## config.mk

```make
export PLATFORM = sky130hd
export DESIGN_NAME = stack_frame_ctrl
export DESIGN_NICKNAME = d
export VERILOG_FILES = /design/src/rtl/stack_frame_pkg.sv /design/src/rtl/frame_lifo.sv /design/src/rtl/stack_frame_ctrl.sv
export SDC_FILE = /design/constraint.sdc
export NUM_CORES = 1
export LEC_CHECK = 0
export CAP_MARGIN = 0
export CORE_MARGIN = 2
export CORE_UTILIZATION = 50
export CTS_CLUSTER_DIAMETER = 200
export DETAILED_ROUTE_END_ITERATION = 12
export PLACE_DENSITY = 0.89
export REMOVE_ABC_BUFFERS = 1
export SYNTH_ARGS = -nofsm -noshare
export SYNTH_HDL_FRONTEND = slang
export SYNTH_SLANG_ARGS = --single-unit
```

## constraint.sdc

```tcl
create_clock -name clk -period 3.7 [get_ports clk]
set_input_delay 0.37 -clock clk [delete_from_list [all_inputs] [get_ports clk]]
set_output_delay 0.37 -clock clk [all_outputs]
set_load 0.03 [all_outputs]
```

## src/rtl/stack_frame_pkg.sv

```systemverilog
// stack_frame_pkg: shared encodings for the call-frame controller.
// Holds request commands, error codes, stack op/status codes and FSM states.
package stack_frame_pkg;

    localparam logic [2:0] CMD_NONE    = 3'd0;
    localparam logic [2:0] CMD_PUSH    = 3'd1;
    localparam logic [2:0] CMD_POP     = 3'd2;
    localparam logic [2:0] CMD_REPLACE = 3'd3;
    localparam logic [2:0] CMD_CALL    = 3'd4;
    localparam logic [2:0] CMD_RETURN  = 3'd5;

    localparam logic [2:0] ERR_NONE      = 3'd0;
    localparam logic [2:0] ERR_STACK     = 3'd1;
    localparam logic [2:0] ERR_ARGS      = 3'd2;
    localparam logic [2:0] ERR_FRAME_OVF = 3'd3;
    localparam logic [2:0] ERR_FRAME_UDF = 3'd4;

    localparam logic [2:0] STK_NONE            = 3'd0;
    localparam logic [2:0] STK_PUSH            = 3'd1;
    localparam logic [2:0] STK_POP             = 3'd2;
    localparam logic [2:0] STK_REPLACE         = 3'd3;
    localparam logic [2:0] STK_UNDERFLOW_RESET = 3'd4;

    localparam logic [2:0] ST_OK        = 3'd0;
    localparam logic [2:0] ST_EMPTY     = 3'd1;
    localparam logic [2:0] ST_FULL      = 3'd2;
    localparam logic [2:0] ST_OVERFLOW  = 3'd3;
    localparam logic [2:0] ST_UNDERFLOW = 3'd4;

    localparam logic [2:0] S_IDLE      = 3'd0;
    localparam logic [2:0] S_R_SAVE    = 3'd1;
    localparam logic [2:0] S_R_DROP    = 3'd2;
    localparam logic [2:0] S_R_RESTORE = 3'd3;
    localparam logic [2:0] S_R_PUSH    = 3'd4;
    localparam logic [2:0] S_DONE      = 3'd5;
    localparam logic [2:0] S_C_LOCALS  = 3'd6;

    function automatic logic is_stk_err(input logic [2:0] st);
        return (st == ST_OVERFLOW) || (st == ST_UNDERFLOW);
    endfunction

endpackage

```

## src/rtl/frame_lifo.sv

```systemverilog
// frame_lifo: small LIFO of saved frame bases (2^AW entries of W bits).
// Ports: clk/rst; push_i/data_i write; pop_i drops top_o; count_o, full_o, empty_o.
module frame_lifo #(
    parameter int W  = 4,
    parameter int AW = 2
) (
    input  logic          clk,
    input  logic          rst,
    input  logic          push_i,
    input  logic          pop_i,
    input  logic [W-1:0]  data_i,
    output logic [W-1:0]  top_o,
    output logic [AW:0]   count_o,
    output logic          full_o,
    output logic          empty_o
);

    localparam int N = 1 << AW;

    logic [W-1:0] mem_q [N];
    logic [AW:0]  cnt_q;
    logic [AW:0]  cnt_d;
    logic [AW:0]  tidx;

    // Count never exceeds N, so the MSB alone flags full.
    assign full_o  = cnt_q[AW];
    assign empty_o = (cnt_q == '0);
    assign count_o = cnt_q;
    assign tidx    = cnt_q - (AW+1)'(1);
    assign top_o   = empty_o ? '0 : mem_q[tidx[AW-1:0]];

    always_comb begin
        cnt_d = cnt_q;
        if (push_i && !full_o) begin
            cnt_d = cnt_q + (AW+1)'(1);
        end else if (pop_i && !empty_o) begin
            cnt_d = tidx;
        end
    end

    always_ff @(posedge clk or posedge rst) begin
        if (rst) begin
            cnt_q <= '0;
        end else begin
            cnt_q <= cnt_d;
        end
    end

    always_ff @(posedge clk) begin
        if (push_i && !full_o) begin
            mem_q[cnt_q[AW-1:0]] <= data_i;
        end
    end

endmodule

```

## src/rtl/stack_frame_ctrl.sv

```systemverilog
// stack_frame_ctrl: call-frame sequencer in front of an operand stack.
// Build option: define STACK_FRAME_LOCALS_EN so CALL also pushes zeroed locals.
// Ports: clk, reset (async, active-high); req_valid/req_ready/req_cmd/req_data
//   request; resp_valid/resp_err/resp_status completion; stk_op/stk_data/
//   stk_underflow_limit drive the stack; stk_index/stk_tos/stk_status observe
//   it; frame_depth counts saved frames.
module stack_frame_ctrl
    import stack_frame_pkg::*;
#(
    parameter int WIDTH  = 8,
    parameter int DEPTH  = 3,
    parameter int FRAMES = 2
) (
    input  logic             clk,
    input  logic             reset,
    input  logic             req_valid,
    output logic             req_ready,
    input  logic [2:0]       req_cmd,
    input  logic [WIDTH-1:0] req_data,
    output logic             resp_valid,
    output logic [2:0]       resp_err,
    output logic [2:0]       resp_status,
    output logic [2:0]       stk_op,
    output logic [WIDTH-1:0] stk_data,
    output logic [DEPTH:0]   stk_underflow_limit,
    input  logic [DEPTH:0]   stk_index,
    input  logic [WIDTH-1:0] stk_tos,
    input  logic [2:0]       stk_status,
    output logic [FRAMES:0]  frame_depth
);

    logic [2:0]       state_q, state_d;
    logic [DEPTH:0]   lim_q, lim_d;
    logic             res_q, res_d;
    logic [WIDTH-1:0] tos_q, tos_d;
    logic [2:0]       err_q, err_d;
    logic             chk_q, chk_d;
    logic             rv_q, rv_d;

    logic             f_push, f_pop, f_full, f_empty;
    logic [DEPTH:0]   f_top;

    logic [DEPTH:0]   avail;
    logic [31:0]      args32;
    logic             stk_now;
    logic [2:0]       err_acc;

`ifdef STACK_FRAME_LOCALS_EN
    localparam int HW = WIDTH / 2;
    logic [HW-1:0]    loc_q, loc_d;
    logic [HW-1:0]    locs;
    assign locs   = req_data[WIDTH-1:HW];
    assign args32 = 32'(req_data[HW-1:0]);
`else
    assign args32 = 32'(req_data);
`endif

    frame_lifo #(
        .W  (DEPTH + 1),
        .AW (FRAMES)
    ) u_lifo (
        .clk     (clk),
        .rst     (reset),
        .push_i  (f_push),
        .pop_i   (f_pop),
        .data_i  (lim_q),
        .top_o   (f_top),
        .count_o (frame_depth),
        .full_o  (f_full),
        .empty_o (f_empty)
    );

    assign avail = stk_index - lim_q;

    // Status is only meaningful the cycle after we issued a stack op.
    assign stk_now = chk_q && is_stk_err(stk_status);
    // First error of a transaction wins; ERR_STACK is sticky.
    assign err_acc = (err_q != ERR_NONE) ? err_q :
                     (stk_now ? ERR_STACK : ERR_NONE);

    assign req_ready           = (state_q == S_IDLE);
    assign resp_valid          = rv_q || (state_q == S_DONE);
    assign resp_err            = resp_valid ? err_acc : ERR_NONE;
    assign resp_status         = resp_valid ? stk_status : ST_OK;
    assign stk_underflow_limit = lim_q;

    always_comb begin
        state_d  = state_q;
        lim_d    = lim_q;
        res_d    = res_q;
        tos_d    = tos_q;
        err_d    = err_acc;
        chk_d    = 1'b0;
        rv_d     = 1'b0;
        stk_op   = STK_NONE;
        stk_data = '0;
        f_push   = 1'b0;
        f_pop    = 1'b0;
`ifdef STACK_FRAME_LOCALS_EN
        loc_d    = loc_q;
`endif
        unique case (state_q)
            S_IDLE: begin
                if (req_valid) begin
                    err_d = ERR_NONE;
                    unique case (req_cmd)
                        CMD_PUSH, CMD_POP, CMD_REPLACE: begin
                            unique case (req_cmd)
                                CMD_PUSH: stk_op = STK_PUSH;
                                CMD_POP:  stk_op = STK_POP;
                                default:  stk_op = STK_REPLACE;
                            endcase
                            stk_data = req_data;
                            chk_d    = 1'b1;
                            rv_d     = 1'b1;
                        end
                        CMD_CALL: begin
                            rv_d = 1'b1;
                            if (f_full) begin
                                err_d = ERR_FRAME_OVF;
                            end else if (args32 > 32'(avail)) begin
                                err_d = ERR_ARGS;
                            end else begin
                                f_push = 1'b1;
                                lim_d  = stk_index - args32[DEPTH:0];
`ifdef STACK_FRAME_LOCALS_EN
                                if (locs != '0) begin
                                    rv_d    = 1'b0;
                                    loc_d   = locs;
                                    state_d = S_C_LOCALS;
                                end
`endif
                            end
                        end
                        CMD_RETURN: begin
                            if (f_empty) begin
                                err_d = ERR_FRAME_UDF;
                                rv_d  = 1'b1;
                            end else if ((req_data != '0) &&
                                         (stk_index == lim_q)) begin
                                err_d = ERR_ARGS;
                                rv_d  = 1'b1;
                            end else begin
                                res_d   = (req_data != '0);
                                state_d = S_R_SAVE;
                            end
                        end
                        default: begin
                            rv_d = 1'b1;
                        end
                    endcase
                end
            end
            S_R_SAVE: begin
                tos_d   = stk_tos;
                state_d = S_R_DROP;
            end
            S_R_DROP: begin
                stk_op  = STK_UNDERFLOW_RESET;
                chk_d   = 1'b1;
                state_d = S_R_RESTORE;
            end
            S_R_RESTORE: begin
                f_pop   = 1'b1;
                lim_d   = f_top;
                state_d = res_q ? S_R_PUSH : S_DONE;
            end
            S_R_PUSH: begin
                stk_op   = STK_PUSH;
                stk_data = tos_q;
                chk_d    = 1'b1;
                state_d  = S_DONE;
            end
            S_DONE: begin
                state_d = S_IDLE;
            end
`ifdef STACK_FRAME_LOCALS_EN
            S_C_LOCALS: begin
                stk_op = STK_PUSH;
                chk_d  = 1'b1;
                loc_d  = loc_q - HW'(1);
                if (loc_q == HW'(1)) begin
                    rv_d    = 1'b1;
                    state_d = S_IDLE;
                end
            end
`endif
            default: begin
                state_d = S_IDLE;
            end
        endcase
    end

    always_ff @(posedge clk or posedge reset) begin
        if (reset) begin
            state_q <= S_IDLE;
            lim_q   <= '0;
            res_q   <= 1'b0;
            tos_q   <= '0;
            err_q   <= ERR_NONE;
            chk_q   <= 1'b0;
            rv_q    <= 1'b0;
`ifdef STACK_FRAME_LOCALS_EN
            loc_q   <= '0;
`endif
        end else begin
            state_q <= state_d;
            lim_q   <= lim_d;
            res_q   <= res_d;
            tos_q   <= tos_d;
            err_q   <= err_d;
            chk_q   <= chk_d;
            rv_q    <= rv_d;
`ifdef STACK_FRAME_LOCALS_EN
            loc_q   <= loc_d;
`endif
        end
    end

endmodule

```

==> run_results.csv <==
group,metric,value,unit
outcome,result_of_the_run,"finished, final reports clean",
clock_network,path_clk_slew,0.08,ns
die,dieWidth,72.63,um
timing,fin_skew,0.01013,ns
detailed_routing,detail_route.vias_per_cell,5.748,
critical_path,critical_path_peak_fanout,10,
critical_path,worst_setup_path_end_kind,"output pin",
detailed_routing,post-route-drc-count,0,
timing,final_hold_viol_count,0,
die,chipHeight,72.63,um
power_and_ir_drop,vdd_drop_max,413.1,uV
placement,postPlaceCellArea,0.002908,mm2
placement,io_buffers,54,
grt,grt_overflow_total,0,
timing,relSlewSlack,0.3845,
synthesis,unique_cell_type_count_in_the_yosys_netlist,47,
placement,gp_congestion,0.8305,
synthesis,ys_warn_count,0,
clock_network,numClockSinks,40,
clock_network,number_of_buffers_created_by_cts,5,
clock_network,cts_setup_buffers,0,
detailed_routing,dr_total_vias,1753,
grt,grt_pass1_wl,8259,um
hold_path,hold_path_depth,2,
synthesis,ys.flop_type,"dfrtp_1",
critical_path,timing.reg2reg.setup_slack,0.68,ns
synthesis,synth-edff-count,16,
clock_network,max-clock-path-buffers,2,
critical_path,critPathLaunch,"state_q[2]$_DFFE_PP0P_",
critical_path,setup.worst_path.end,"stk_data[2]",
clock_network,root_buffer,"clkbuf_8",
critical_path,timing.rr.start,"stk_underflow_limit[1]$_DFFE_PP0P_",
timing,unrepaired_setup_endpoints_after_global_routing,"false",
power_and_ir_drop,power.static_leakage,1.222,nW
detailed_routing,routed_wirelength,5019,um
power_and_ir_drop,power_density,760.8,mW/mm2
finish,area_growth,28.06,%
placement,hpwl_reported_at_the_end_of_detailed_placement,3917,um
grt,grt_antenna_before_repair,0,
timing,report.final.setup_viol,0,
grt,number_of_global_route_vias_before_repair,1797,
timing,period_share,0.8382,
die,floorplan.core_area,0.004444,mm2
detailed_routing,drt.antenna.violating_nets,0,
synthesis,netlist_instances,196,
critical_path,worst_ep_arrival_time,2.73,ns
synthesis,async_flop_share,0.6000,
finish,num-fill-cells,337,
grt,grt_start_max_net_pins,25,
synthesis,yosysSeqAreaShare,0.4591,
critical_path,r2r-end,"u_lifo.mem_q[3][2]$_DFFE_PP_",
timing,timing_worst_slew_pin_value,0.9222,ns
hold_path,min_path_type,"flop to flop",
die,starting_density_of_the_core,0.5298,
timing,finalMaxSlewViolations,0,
finish,final_instance_area,0.003015,mm2
grt,grt_usage,0.2041,
clock_network,clock_insertion_delay_worst_skew,0.29,ns
detailed_routing,detail_route.iter0.violations,127,
die,die_area,0.005274,mm2
critical_path,type_of_the_worst_setup_path,"flop to output pin",
synthesis,ys_seq_elements,40,
detailed_routing,drt_pre_antenna_iters,4,
timing,achievable-frequency,0.3224,GHz
finish,drive_above_1_share,0.1344,
critical_path,timing.reg2reg.worst_path_depth,11,
power_and_ir_drop,overall_power_consumption,2.294,mW
critical_path,timing.critical_path.from_type,"flop",
die,placement_rows,24,
run,drv_cap,0,
clock_network,htreeDepth,2,
clock_network,cts_repair_resize_count,0,
die,ios,55,
clock_network,holdBufCountCts,0,
detailed_routing,routed_wire_length_per_instance,16.46,um
critical_path,critical_path_rt,3.33,ns
timing,post-route-min-period,3.101,ns
synthesis,post_synthesis_cell_area,0.002355,mm2
finish,diodes,0,
finish,design.final.nets,298,
clock_network,tritoncts,"yes",
timing,setup-tns-final,0,ns
synthesis,synth.avg_cell_area,12.01,um2
[synth_stat cells (2+ instances only)]
library cell	instances	share of area
nand2b_1	3	0.0080
a21o_1	2	0.0064
a211oi_1	3	0.0096
mux2_2	8	0.038
ha_1	15	0.080
xnor2_1	4	0.015
nor3b_1	2	0.0064
and2_1	4	0.011
dfrtp_1	24	0.26
nor3_1	6	0.013
xor2_1	3	0.011
inv_1	19	0.030
o21ai_0	3	0.0064
nor2_1	10	0.016
a31oi_1	5	0.013
nor4_4	2	0.018
edfxtp_1	16	0.20
a221oi_1	3	0.011
nor3b_2	3	0.016
mux4_2	4	0.038
or2_2	2	0.0053
a21oi_1	9	0.019
nand3_1	2	0.0043
nor2b_1	6	0.016
nand2_1	6	0.0096
a22o_1	8	0.030
buf_6	3	0.014
fa_1	2	0.017
[through the flow]
step / cells / util / hold slack [ns] / setup slack [ns]
finish: 305 / 0.6785 / 0.5092 / 0.5987
global route: 305 / 0.6785 / 0.5235 / 0.4201
CTS: 305 / 0.6785 / 0.5146 / 0.5979
detailed placement: 297 / 0.6543 / 0.4930 / 0.3932
global placement: 297 / 0.6543 / 0.4901 / 0.4566
floorplan: 190 / - / 0.3846 / 0.5726
[placed cells by master (no fill, tap or decap), types with 4 or more instances in the layout]
| cell | n |
|---|---|
| a31oi_1 | 5 |
| edfxtp_1 | 16 |
| nor3_1 | 6 |
| mux2_2 | 8 |
| inv_1 | 19 |
| clkbuf_8 | 5 |
| clkdlybuf4s50_1 | 54 |
| nand2_1 | 6 |
| nor2b_1 | 6 |
| mux4_2 | 4 |
| dfrtp_1 | 24 |
| xnor2_1 | 4 |
| and2_1 | 4 |
| nor2_1 | 10 |
| ha_1 | 15 |
| a21oi_1 | 9 |
| a22o_1 | 8 |
[how the worst min path moves through the flow]
stage | slack (ns) | from | endpoint
finish | 0.51 | err_q[1]$_DFF_PP0_ | err_q[1]$_DFF_PP0_
CTS | 0.51 | tos_q[6]$_DFFE_PP0P_ | tos_q[6]$_DFFE_PP0P_
global placement | 0.49 | err_q[1]$_DFF_PP0_ | err_q[1]$_DFF_PP0_
floorplan | 0.38 | reset | chk_q$_DFF_PP0_
detailed placement | 0.49 | err_q[1]$_DFF_PP0_ | err_q[1]$_DFF_PP0_
global route | 0.52 | tos_q[1]$_DFFE_PP0P_ | tos_q[1]$_DFFE_PP0P_
[sequential cells by signal (all words and copies together) (netlist names)]
register and flops:
u_lifo.mem_q 16, tos_q 8, stk_underflow_limit 4, err_q 3
state_q 3, u_lifo.count_o 3, chk_q 1, res_q 1
rv_q 1
[worst max-delay path, cell delays in order, from the launching register on]
cell	delay (ns)
dfrtp_1	0.52
nor3_4	0.32
nand2_2	0.18
nor3_2	0.50
a22o_1	0.25
clkdlybuf4s50_1	0.67
[cell families after synthesis]
kind of cell | Yosys count | share of synthesized area
muxes | 12 | 0.07652
AOI/OAI and AO/OA | 41 | 0.1318
and+or+nand+nor | 54 | 0.1541
xor gates and xnor gates | 7 | 0.02604
adders and majority gates | 17 | 0.09671
buffers and inverters | 25 | 0.05579
DFF | 40 | 0.4591
[power breakdown]
group | total [mW] | switching [mW] | internal, mW
Combinational | 1.17 | 0.623 | 0.547
Clock | 0.350 | 0.149 | 0.200
Sequential | 0.775 | 0.164 | 0.611
[metal layers]
metal / GRT usage / share of wire / up-vias
li1: - / - / 837
met1: 0.2564 / 0.42 / 852
met2: 0.3424 / 0.50 / 54
met3: 0.05801 / 0.065 / 10
met4: 0.06379 / 0.016 / 0
met5: 0 / 0 / -
[final cells by class]
| type | count | area [um2] | area share |
|---|---|---|---|
| Clock buffer | 6 | 72.57 | 0.02407 |
| Clock inverter | 2 | 35.03 | 0.01162 |
| Inverter | 19 | 71.32 | 0.02365 |
| Multi-Input combinational cell | 131 | 1142 | 0.3788 |
| Sequential cell | 40 | 1081 | 0.3585 |
| Tap cell | 52 | 65.06 | 0.02158 |
| Timing Repair Buffer | 55 | 548.0 | 0.1817 |
Power figures use the tool's default switching activity.
